### config.mk
export PLATFORM = sky130hd
export DESIGN_NAME = keypad_entry_flat
export DESIGN_NICKNAME = d
export VERILOG_FILES = /design/src/rtl/keypad_pkg.sv /design/src/rtl/keypad_entry_if.sv /design/src/rtl/keypad_col_scanner.sv /design/src/rtl/keypad_entry.sv /design/src/flat_wrapper.sv
export SDC_FILE = /design/constraint.sdc
export NUM_CORES = 1
export LEC_CHECK = 0
export BUFFER_PORTS_ARGS = -buffer_cell sky130_fd_sc_hd__buf_2
export CORE_MARGIN = 5
export CORE_UTILIZATION = 55
export DETAILED_ROUTE_END_ITERATION = 8
export HOLD_SLACK_MARGIN = 0.06
export PLACE_DENSITY_LB_ADDON = 0.3
export SETUP_SLACK_MARGIN = 0.5
export SLEW_MARGIN = 20
export SYNTH_ARGS = -nofsm -noshare
export SYNTH_HDL_FRONTEND = slang
export SYNTH_SLANG_ARGS = --single-unit
### constraint.sdc
create_clock -name clk -period 7 [get_ports clk]
set_clock_uncertainty 0.15 [all_clocks]
set_input_delay 2.1 -clock clk [delete_from_list [all_inputs] [get_ports clk]]
set_output_delay 2.1 -clock clk [all_outputs]
set_load 0.005 [all_outputs]
### src/rtl/keypad_pkg.sv
// Shared types for the keypad entry block: FSM states, frame results and the keymap.
package keypad_pkg;

  typedef enum logic [1:0] {ST_IDLE, ST_DEB, ST_HELD, ST_REL} state_t;
  typedef enum logic [1:0] {FR_NONE, FR_SINGLE, FR_MULTI} frame_t;

  localparam logic [3:0] KEY_STAR = 4'hE;
  localparam logic [3:0] KEY_HASH = 4'hF;

  function automatic logic [3:0] map_key(input logic [1:0] row_idx, input logic [1:0] col_idx);
    logic [3:0] code;
    case ({row_idx, col_idx})
      4'h0: code = 4'h1;
      4'h1: code = 4'h2;
      4'h2: code = 4'h3;
      4'h3: code = 4'hA;
      4'h4: code = 4'h4;
      4'h5: code = 4'h5;
      4'h6: code = 4'h6;
      4'h7: code = 4'hB;
      4'h8: code = 4'h7;
      4'h9: code = 4'h8;
      4'hA: code = 4'h9;
      4'hB: code = 4'hC;
      4'hC: code = KEY_STAR;
      4'hD: code = 4'h0;
      4'hE: code = KEY_HASH;
      default: code = 4'hD;
    endcase
    return code;
  endfunction

endpackage

### src/rtl/keypad_entry_if.sv
// Keypad entry bus: clear request, matrix row/column lines and the assembled entry.
interface keypad_entry_if;
  logic       clr_tgl;
  logic [3:0] row;
  logic [3:0] col;
  logic [3:0] p0, p1, p2, p3;
  logic [2:0] digit_cnt;
  logic       key_valid;
  logic [3:0] key_code;

  modport master (output clr_tgl, row,
                  input  col, p0, p1, p2, p3, digit_cnt, key_valid, key_code);
  modport slave  (input  clr_tgl, row,
                  output col, p0, p1, p2, p3, digit_cnt, key_valid, key_code);
endinterface

### src/rtl/keypad_col_scanner.sv
// Column scanner: slot divider, column rotation, row synchronizer and per-frame key summary.
module keypad_col_scanner
  import keypad_pkg::*;
#(
  parameter int SCAN_DIV = 50000
) (
  input  logic       clk,
  input  logic       rst,
  input  logic [3:0] row,
  output logic [3:0] col,
  output logic       frame_done,
  output frame_t     frame_res,
  output logic [3:0] frame_code
);

  localparam int DIV_W = $clog2(SCAN_DIV);
  localparam logic [DIV_W-1:0] DIV_LAST = DIV_W'(SCAN_DIV - 1);

  logic [DIV_W-1:0] div;
  logic [1:0]       col_idx;
  logic [3:0]       row_s1, row_s2;
  logic [1:0]       acc_cnt;
  logic [3:0]       acc_code;
  logic             slot_end;
  logic [2:0]       slot_hits;
  logic [1:0]       slot_row;
  logic [2:0]       sum;
  logic [1:0]       tot;
  logic [3:0]       tot_code;

  assign slot_end = (div == DIV_LAST);

  // Key count saturates at 2: anything beyond one key is a ghost-prone frame.
  always_comb begin
    slot_hits = '0;
    slot_row  = '0;
    for (int r = 3; r >= 0; r--) begin
      if (!row_s2[r]) begin
        slot_hits = slot_hits + 3'd1;
        slot_row  = 2'(r);
      end
    end
    sum      = {1'b0, acc_cnt} + slot_hits;
    tot      = (sum >= 3'd2) ? 2'd2 : sum[1:0];
    tot_code = (acc_cnt == 2'd0) ? map_key(slot_row, col_idx) : acc_code;
  end

  always_ff @(posedge clk or negedge rst) begin
    if (!rst) begin
      div        <= '0;
      col_idx    <= '0;
      col        <= 4'b1110;
      row_s1     <= 4'hF;
      row_s2     <= 4'hF;
      acc_cnt    <= '0;
      acc_code   <= '0;
      frame_done <= 1'b0;
      frame_res  <= FR_NONE;
      frame_code <= '0;
    end else begin
      row_s1     <= row;
      row_s2     <= row_s1;
      frame_done <= 1'b0;
      if (slot_end) begin
        div     <= '0;
        col_idx <= col_idx + 2'd1;
        col     <= {col[2:0], col[3]};
        if (col_idx == 2'd3) begin
          frame_done <= 1'b1;
          frame_res  <= (tot == 2'd0) ? FR_NONE : (tot == 2'd1) ? FR_SINGLE : FR_MULTI;
          frame_code <= tot_code;
          acc_cnt    <= '0;
          acc_code   <= '0;
        end else begin
          acc_cnt  <= tot;
          acc_code <= tot_code;
        end
      end else begin
        div <= div + DIV_W'(1);
      end
    end
  end

endmodule

### src/rtl/keypad_entry.sv
// Keypad entry top: debounce FSM, 4-digit entry shift register and clear handling.
// KEYPAD_HEX_DIGITS_EN: when defined all 16 keys shift in; otherwise only 0-9, '*' clears.
//
// state | meaning
// IDLE  | no key, waiting for a single-key frame
// DEB   | candidate seen, counting identical frames
// HELD  | press accepted, waiting for release (no auto-repeat)
// REL   | counting key-free frames before re-arming
module keypad_entry
  import keypad_pkg::*;
#(
  parameter int SCAN_DIV       = 50000,
  parameter int DEBOUNCE_SCANS = 4
) (
  input logic           clk,
  input logic           rst,
  keypad_entry_if.slave bus
);

  localparam logic [3:0] DEB_N = 4'(DEBOUNCE_SCANS);

  logic       frame_done;
  frame_t     frame_res;
  logic [3:0] frame_code;
  state_t     state;
  logic [3:0] cand, cnt;
  logic       clr_s1, clr_s2, clr_d, clr_edge;
  logic       accept, is_digit, is_star_clr;
  logic [3:0] accept_code;
  logic [3:0] p0, p1, p2, p3, key_code;
  logic [2:0] digit_cnt;
  logic       key_valid;

  keypad_col_scanner #(.SCAN_DIV(SCAN_DIV)) u_scan (
    .clk        (clk),
    .rst        (rst),
    .row        (bus.row),
    .col        (bus.col),
    .frame_done (frame_done),
    .frame_res  (frame_res),
    .frame_code (frame_code)
  );

  assign clr_edge    = clr_s2 ^ clr_d;
  assign accept_code = (state == ST_IDLE) ? frame_code : cand;

  always_comb begin
    accept = 1'b0;
    if (frame_done) begin
      case (state)
        ST_IDLE: accept = (frame_res == FR_SINGLE) && (DEB_N == 4'd1);
        ST_DEB:  accept = (frame_res == FR_SINGLE) && (frame_code == cand) &&
                          (cnt + 4'd1 == DEB_N);
        default: accept = 1'b0;
      endcase
    end
  end

`ifdef KEYPAD_HEX_DIGITS_EN
  assign is_digit    = 1'b1;
  assign is_star_clr = 1'b0;
`else
  assign is_digit    = (accept_code <= 4'h9);
  assign is_star_clr = (accept_code == KEY_STAR);
`endif

  always_ff @(posedge clk or negedge rst) begin
    if (!rst) begin
      state     <= ST_IDLE;
      cand      <= '0;
      cnt       <= '0;
      clr_s1    <= 1'b0;
      clr_s2    <= 1'b0;
      clr_d     <= 1'b0;
      key_valid <= 1'b0;
      key_code  <= '0;
      p0        <= '0;
      p1        <= '0;
      p2        <= '0;
      p3        <= '0;
      digit_cnt <= '0;
    end else begin
      clr_s1    <= bus.clr_tgl;
      clr_s2    <= clr_s1;
      clr_d     <= clr_s2;
      key_valid <= accept;
      if (accept) key_code <= accept_code;

      if (frame_done) begin
        case (state)
          ST_IDLE: if (frame_res == FR_SINGLE) begin
            cand  <= frame_code;
            cnt   <= 4'd1;
            state <= (DEB_N == 4'd1) ? ST_HELD : ST_DEB;
          end
          ST_DEB: if (frame_res == FR_SINGLE && frame_code == cand) begin
            cnt <= cnt + 4'd1;
            if (accept) state <= ST_HELD;
          end else begin
            state <= ST_IDLE;
          end
          ST_HELD: if (frame_res != FR_SINGLE) begin
            cnt   <= 4'd1;
            state <= (DEB_N == 4'd1) ? ST_IDLE : ST_REL;
          end
          default: if (frame_res == FR_SINGLE) begin
            state <= ST_HELD;
          end else if (cnt + 4'd1 == DEB_N) begin
            state <= ST_IDLE;
          end else begin
            cnt <= cnt + 4'd1;
          end
        endcase
      end

      // A clear request beats a simultaneous digit; key_valid still reports the press.
      if (clr_edge || (accept && is_star_clr)) begin
        p0        <= '0;
        p1        <= '0;
        p2        <= '0;
        p3        <= '0;
        digit_cnt <= '0;
      end else if (accept && is_digit) begin
        p3        <= p2;
        p2        <= p1;
        p1        <= p0;
        p0        <= accept_code;
        digit_cnt <= (digit_cnt == 3'd4) ? 3'd4 : digit_cnt + 3'd1;
      end
    end
  end

  assign bus.p0        = p0;
  assign bus.p1        = p1;
  assign bus.p2        = p2;
  assign bus.p3        = p3;
  assign bus.digit_cnt = digit_cnt;
  assign bus.key_valid = key_valid;
  assign bus.key_code  = key_code;

endmodule

### src/flat_wrapper.sv
// flat-port wrapper written by rule: the top's interface ports become plain ports
module keypad_entry_flat import keypad_pkg::*;
#(
  parameter int SCAN_DIV       = 50000,
  parameter int DEBOUNCE_SCANS = 4
)
  (clk, rst, bus_clr_tgl, bus_row, bus_col, bus_p0, bus_p1, bus_p2, bus_p3, bus_digit_cnt, bus_key_valid, bus_key_code);
  keypad_entry_if bus_i ();
  input logic clk;
  input logic rst;
  input wire logic [$bits(bus_i.clr_tgl)-1:0] bus_clr_tgl;
  input wire logic [$bits(bus_i.row)-1:0] bus_row;
  output wire logic [$bits(bus_i.col)-1:0] bus_col;
  output wire logic [$bits(bus_i.p0)-1:0] bus_p0;
  output wire logic [$bits(bus_i.p1)-1:0] bus_p1;
  output wire logic [$bits(bus_i.p2)-1:0] bus_p2;
  output wire logic [$bits(bus_i.p3)-1:0] bus_p3;
  output wire logic [$bits(bus_i.digit_cnt)-1:0] bus_digit_cnt;
  output wire logic [$bits(bus_i.key_valid)-1:0] bus_key_valid;
  output wire logic [$bits(bus_i.key_code)-1:0] bus_key_code;
  assign bus_i.clr_tgl = bus_clr_tgl;
  assign bus_i.row = bus_row;
  assign bus_col = bus_i.col;
  assign bus_p0 = bus_i.p0;
  assign bus_p1 = bus_i.p1;
  assign bus_p2 = bus_i.p2;
  assign bus_p3 = bus_i.p3;
  assign bus_digit_cnt = bus_i.digit_cnt;
  assign bus_key_valid = bus_i.key_valid;
  assign bus_key_code = bus_i.key_code;
  keypad_entry #(.SCAN_DIV(SCAN_DIV), .DEBOUNCE_SCANS(DEBOUNCE_SCANS)) u_core (.clk(clk), .rst(rst), .bus(bus_i));
endmodule
==> results of run 1 <==
[through the flow]
step           std cells  hold slack [ns]  setup slack (ns)  total power, mW
2_1_floorplan        372           0.1812             4.020           0.4992
3_3_place_gp         497           0.1880             3.894           0.5112
3_5_place_dp         497           0.1989             3.825           0.5129
4_1_cts              513           0.2111             3.711           0.8331
5_1_grt              514           0.2158             3.618           0.8602
6_report             514           0.2090             3.730           0.8250
[power by group through the flow]
| stage | clock, mW | combinational, mW | sequential (mW) |
|---|---|---|---|
| after floorplan | 0 | 0.0222 | 0.477 |
| after global routing | 0.350 | 0.0402 | 0.470 |
| after global placement | 0 | 0.0329 | 0.478 |
| after CTS | 0.329 | 0.0341 | 0.470 |
| final | 0.321 | 0.0346 | 0.470 |
| after detailed placement | 0 | 0.0342 | 0.479 |
[layout make-up]
cell class              instances  share of cell area, %
repair buffers                 36                  4.454
clock buffers                  10                  3.062
flip-flops and latches         80                  44.85
inverters                      15                  1.253
well taps                      99                  2.756
clock inverters                 6                  1.114
multi-input cells             268                  42.51
[how the worst max path moves through the flow]
stage | endpoint | slack [ns] | cells past startpoint
after floorplan | u_core.u_scan.acc_cnt[0] | 4.02 | 10
after global placement | u_core.u_scan.div[2] | 3.89 | 1
after detailed placement | u_core.u_scan.acc_cnt[0] | 3.83 | 10
after CTS | bus_col[1] | 3.71 | 1
after global routing | u_core.u_scan.frame_res[0] | 3.62 | 10
final | bus_col[1] | 3.73 | 1
[cells by family after synthesis]
kind of cell / count (synthesis)
and+or+nand+nor: 139
buffers and inverters: 24
xor gates and xnor gates: 22
DFF: 80
muxes: 28
adders and majority gates: 20
AOI/OAI and AO/OA: 59
[layout by cell type (no fill, tap or decap), types with 2 or more instances in the layout]
cell type,count
dfrtp_1,69
nand2_1,41
buf_2,33
nor2_1,27
o21ai_0,21
ha_1,19
mux2i_1,16
inv_1,15
nand3_1,14
mux2_2,12
xor2_1,11
dfstp_2,11
xnor2_1,10
nor2_2,10
clkbuf_8,10
a21oi_1,8
nor3_1,6
or3_1,5
nor2b_1,5
nand3b_1,4
nand4_1,4
and3_1,4
o21ai_1,4
nor3_2,3
a21o_1,3
nor4_1,2
a32o_1,2
nand2b_1,2
a211oi_1,2
o31ai_1,2
o22ai_1,2
o211ai_1,2
clkinv_4,2
inv_6,2
clkinvlp_4,2
buf_4,2
[per-layer routing]
layer  vias up  track usage (%)  share of wire, %
met1      1334            21.55                46
met5         -                0                 0
met3        11            3.675               4.6
met4         0            7.109               1.8
met2        43            28.08                48
li1       1388                -                 -
==> impl_metrics.csv, run 1 <==
group,metric,value,unit
synthesis,synth_compound_area_share,10.15,%
sta,drv_slew,0,
die,die_area,0.009162,mm^2
power_and_ir_drop,p_clk_share,38.9,%
synthesis,synth_mux_area_share,7.307,%
synthesis,synth_flop_cell,"dfrtp_1",
power_and_ir_drop,ir_drop,0.1203,mV
synthesis,synth_xor_area_share,5.108,%
synthesis,yosysUniqueCellTypes,61,
die,die_h,95.72,um
synthesis,synthTopCellsByCount,"dfrtp_1, nand2_1, nor2_1",
clocking,clk_latency,0.36,ns
worst_setup_path,critical-path-max-stage-delay,0.55,ns
clocking,cts-root-buf,"clkbuf_8",
min_path,worstHoldPathType,"reg2reg",
worst_setup_path,path_buf_inv,1,
worst_setup_path,crit_path_cell_trace,"buf_2",
synthesis,synth-simple-area-share,18.33,%
power_and_ir_drop,p_int,0.6208,mW
finish,largest_reg_flops,16,
worst_setup_path,critPathMaxFanout,3,
sta,rsz0062_at_grt,"no",
grt,track_usage,16.96,%
synthesis,ys_seq_area_share,49.88,%
power_and_ir_drop,p_leak,2.088,nW
synthesis,synth_enable_flop_cells,0,
worst_setup_path,worstSetupPathType,"reg2out",
finish,diodes,0,
clocking,htreeDepth,3,
worst_setup_path,crit_path_start_kind,"flop",
sta,worst_pin_slew,0.8516,ns
worst_setup_path,reg2reg_from,"u_core.u_scan.row_s2[2]",
die,fp-row-count,31,
finish,seq_area,0.002016,mm^2
drt,via_count,2776,
grt,grt_max_degree,81,
placement,dp_hpwl,4991,um
synthesis,yosysWarnings,0,
drt,drt_pass1_iterations,4,
worst_setup_path,worstPathArrival,1.02,ns
synthesis,synth-seq-cells,80,
min_path,holdPathEnd,"u_core.u_scan.row_s2[0]",
finish,drive_above_1_share,23.13,%
synthesis,synth_top_family_by_area,"simple AND/OR/NAND/NOR gates",
finish,areaGrowthSynthToFinish,11.21,%
synthesis,syn_nets,399,
sta,hold_viol,0,
flow_run,maxCapViolCount,0,
grt,antenna_found_initial,0,
grt,grt_pass1_vias,2718,
synthesis,yosys.area.top_type,"dfrtp_1",
power_and_ir_drop,p_seq_share,56.9,%
drt,routed_via_density,5.401,
worst_setup_path,required,4.75,ns
die,start_util,56.02,%
synthesis,synthArstFlopShare,100.0,%
clocking,tritoncts,"built",
sta,timing.slew.headroom,43.23,%
drt,first_iter_violations,80,
die,die_x,95.72,um
power_and_ir_drop,pwr-share-comb,4.2,%
worst_setup_path,cp-startpoint,"u_core.u_scan.col[1]",
grt,grt_pass1_wl,12160,um
drt,ant_nets,0,
clocking,hold_buffers,0,
placement,place_congestion,0.8291,
synthesis,syn_avg_cell_area,10.86,um^2
synthesis,synth_top_area_share,42.72,%
clocking,cts_setup_buffers,0,
drt,route.detailed.drc,0,
worst_setup_path,cp_slowest_cell,"dfstp_2",
clocking,cts_sinks,80,
drt,wl_per_cell,13.75,um
sta,finalSetupTns,0,ns
sta,setup_viol,0,
min_path,hold_depth,0,
clocking,path_clk_slew,0.09,ns
die,pin_count,35,
worst_setup_path,cp_top_family,"flip-flops",
status,status,"complete, no violations",
synthesis,synth.area.top_cells,"dfrtp_1, dfstp_2, ha_1",
worst_setup_path,worstSetupEndpointType,"output pin",
worst_setup_path,reg2reg_to,"u_core.u_scan.acc_cnt[0]",
finish,nets,437,
finish,finalCoreUtilization,62.30,%
finish,fin_area,0.004494,mm^2
synthesis,yosysMostFrequentCell,"dfrtp_1",
drt,totalWireLength,7067,um
clocking,cts_resized,0,
worst_setup_path,r2r_cells,10,
power_and_ir_drop,switching_share,24.75,%
min_path,min_from,"u_core.u_scan.row_s1[0]",
power_and_ir_drop,p_sw,0.2042,mW
finish,top_register,"u_core.u_scan.div",
synthesis,syn_inst,372,
finish,fillers,636,
clocking,cts_buffers,9,
placement,dpl_cell_area,0.004287,mm^2
grt,grt_overflow,0,
sta,fin_crit_sh,46.72,%
synthesis,syn_area,0.004041,mm^2
die,core,0.007214,mm^2
power_and_ir_drop,p_per_area,183.6,mW/mm^2
clocking,cts_buffer_depth,2,
finish,multiInputGateArea,0.001911,mm^2
sta,fmax,305.8,MHz
synthesis,synth_fa_ha_area_share,6.378,%
worst_setup_path,reg2reg_slack,3.85,ns
sta,fin_crit,3.270,ns
placement,io_buffers,34,
Note: power is estimated with default switching activity, not from simulation.
==> run 2, diff against run 1 <==
Settings changed: CORE_UTILIZATION 55 to 54.
Clock period 7 ns to 3 ns, I/O delays scaled along.
==> run 2 against run 1 <==
  * Die area increased by 1.7%
  * Register-to-register slack got worse by 3.5 ns
  * Sequential cell count unchanged
  * Worst hold slack got worse by 0.0033 ns
  * Combinational power increased to 3.3 times the previous value
  * Via count increased by 2.2%
  * Critical path depth increased by 9
  * Design area increased by 4.0%
  * Largest power group unchanged
  * Utilization increased by 2.2 points
==> impl_metrics.csv, run 2 (synthesis results as in run 1) <==
group,metric,value,unit
worst_setup_path,critPathMaxFanout,3,
worst_setup_path,worstPathArrival,2.80,ns
finish,finalCoreUtilization,64.46,%
power_and_ir_drop,p_clk_share,40.8,%
sta,drv_slew,0,
die,die_x,96.51,um
worst_setup_path,worst-path-stages,10,
worst_setup_path,worstSetupPathType,"reg2reg",
worst_setup_path,r2r_cells,10,
die,pin_count,35,
sta,fin_crit,2.663,ns
clocking,cts_sinks,80,
worst_setup_path,cp-startpoint,"u_core.u_scan.row_s2[3]",
sta,worst_pin_slew,0.6005,ns
grt,antenna_found_initial,0,
power_and_ir_drop,p_per_area,436.9,mW/mm^2
clocking,cts_buffers,9,
worst_setup_path,worstSetupEndpointType,"flop",
worst_setup_path,crit_end,"u_core.u_scan.frame_res[0]",
die,die_area,0.009314,mm^2
grt,track_usage,17.03,%
placement,place_congestion,0.8785,
min_path,worstHoldPathType,"reg2reg",
placement,dp_hpwl,5076,um
sta,finalSetupTns,0,ns
sta,hold_viol,0,
sta,setup_viol,0,
drt,routed_via_density,5.424,
finish,drive_above_1_share,28.30,%
die,start_util,55.72,%
finish,largest_reg_flops,16,
worst_setup_path,crit_path_cell_trace,"inv_2 > ha_4 > xnor2_4 > ha_4 > mux2_4 > fa_2 > xnor3_1 > nor2b_4 > nand2_2 > o21ai_2",
worst_setup_path,critical-path-max-stage-delay,0.55,ns
drt,ant_nets,0,
power_and_ir_drop,p_seq_share,53.7,%
placement,io_buffers,34,
die,fp-row-count,31,
worst_setup_path,crit_path_start_kind,"flop",
sta,fin_crit_sh,88.76,%
sta,timing.slew.headroom,59.75,%
clocking,cts-root-buf,"clkbuf_8",
power_and_ir_drop,pwr-share-comb,5.6,%
finish,nets,446,
drt,drt_pass1_iterations,4,
finish,areaGrowthSynthToFinish,15.70,%
drt,wl_per_cell,13.62,um
worst_setup_path,required,3.14,ns
sta,fmax,375.5,MHz
grt,grt_pass1_vias,2760,
worst_setup_path,reg2reg_slack,0.34,ns
worst_setup_path,cp_top_family,"adder cells",
clocking,tritoncts,"built",
worst_setup_path,cp_slowest_cell,"dfstp_2",
status,status,"complete, no violations",
flow_run,maxCapViolCount,0,
drt,first_iter_violations,71,
grt,grt_pass1_wl,12360,um
clocking,hold_buffers,0,
power_and_ir_drop,p_int,1.542,mW
power_and_ir_drop,p_leak,2.164,nW
finish,layout_commonest_cell,"dfrtp_1",
clocking,clk_latency,0.36,ns
sta,fin_hold_ws,0.2057,ns
sta,rsz0062_at_grt,"yes",
power_and_ir_drop,p_total,2.043,mW
grt,grt_max_degree,36,
power_and_ir_drop,ir_drop,0.4205,mV
clocking,cts_buffer_depth,2,
power_and_ir_drop,p_sw,0.5009,mW
die,core,0.007253,mm^2
clocking,path_clk_slew,0.09,ns
drt,totalWireLength,7124,um
worst_setup_path,reg2reg_to,"u_core.u_scan.frame_res[0]",
power_and_ir_drop,switching_share,24.52,%
finish,final_cell_mix,"dfrtp_1, nand2_1, buf_2",
die,die_h,96.51,um
worst_setup_path,path_common_cell,"ha_4",
clocking,htreeDepth,3,
drt,via_count,2837,
grt,grt_overflow,0,
worst_setup_path,path_buf_inv,1,
drt,route.detailed.drc,0,
finish,top_register,"u_core.u_scan.div",
finish,diodes,0,
worst_setup_path,reg2reg_from,"u_core.u_scan.row_s2[3]",
-- run 2: cell types whose count changed in the layout (fill, tap and decap cells not counted), sizes merged --
| cell | delta |
|---|---|
| bufinv | +1 |
| inv | +3 |
| clkinv | -2 |
| clkbuf | -1 |
| buf | +9 |
| clkinvlp | -1 |
-- run 2: final cells by class --
class | count | area (um^2)
fill | 585 | 2577
sequential | 80 | 2017
multi-input combinational | 268 | 2003
timing repair buffer | 45 | 267.8
clock buffer | 9 | 123.9
tap | 99 | 123.9
clock inverter | 7 | 83.83
inverter | 15 | 56.30
-- run 2: per-layer routing --
layer / routed length [um] / part of all wire, % / track usage, %
met1: 3097 / 43 / 21.47
met2: 3509 / 49 / 28.45
met3: 344 / 4.8 / 3.408
met4: 173 / 2.4 / 7.477
met5: 0 / 0 / 0
-- run 2: worst min path at each step --
stage | start | to | slack, ns | cells after the start
after floorplan | u_core.clr_s1 | u_core.clr_s2 | 0.18 | 0
after global placement | u_core.clr_s1 | u_core.clr_s2 | 0.19 | 0
after detailed placement | u_core.clr_s1 | u_core.clr_s2 | 0.19 | 0
after CTS | u_core.clr_s1 | u_core.clr_s2 | 0.21 | 0
after global routing | u_core.u_scan.row_s1[2] | u_core.u_scan.row_s2[2] | 0.22 | 0
final | u_core.clr_s1 | u_core.clr_s2 | 0.21 | 0
-- run 2: metrics by stage --
stage / area, um^2 / cells / setup slack (ns)
global route: 4676 / 523 / 0.2320
floorplan: 4076 / 372 / 0.4452
finish: 4676 / 523 / 0.3371
detailed placement: 4378 / 503 / 0.3167
CTS: 4632 / 523 / 0.3250
global placement: 4378 / 503 / 0.3872
-- run 2: power by group through the flow --
stage	sequential, mW	clock [mW]	combinational, mW
floorplan	1.11	0	0.0641
global placement	1.12	0	0.0949
detailed placement	1.12	0	0.0975
CTS	1.10	0.856	0.111
global route	1.10	0.897	0.130
finish	1.10	0.833	0.114
-- run 2: what timing repair did --
item                       in CTS  in global routing
setup endpoints to repair      20                 21
gates resized for setup         5                  9
pin swaps                       2                  6
buffers inserted                4                  0
cloned                          0                  0
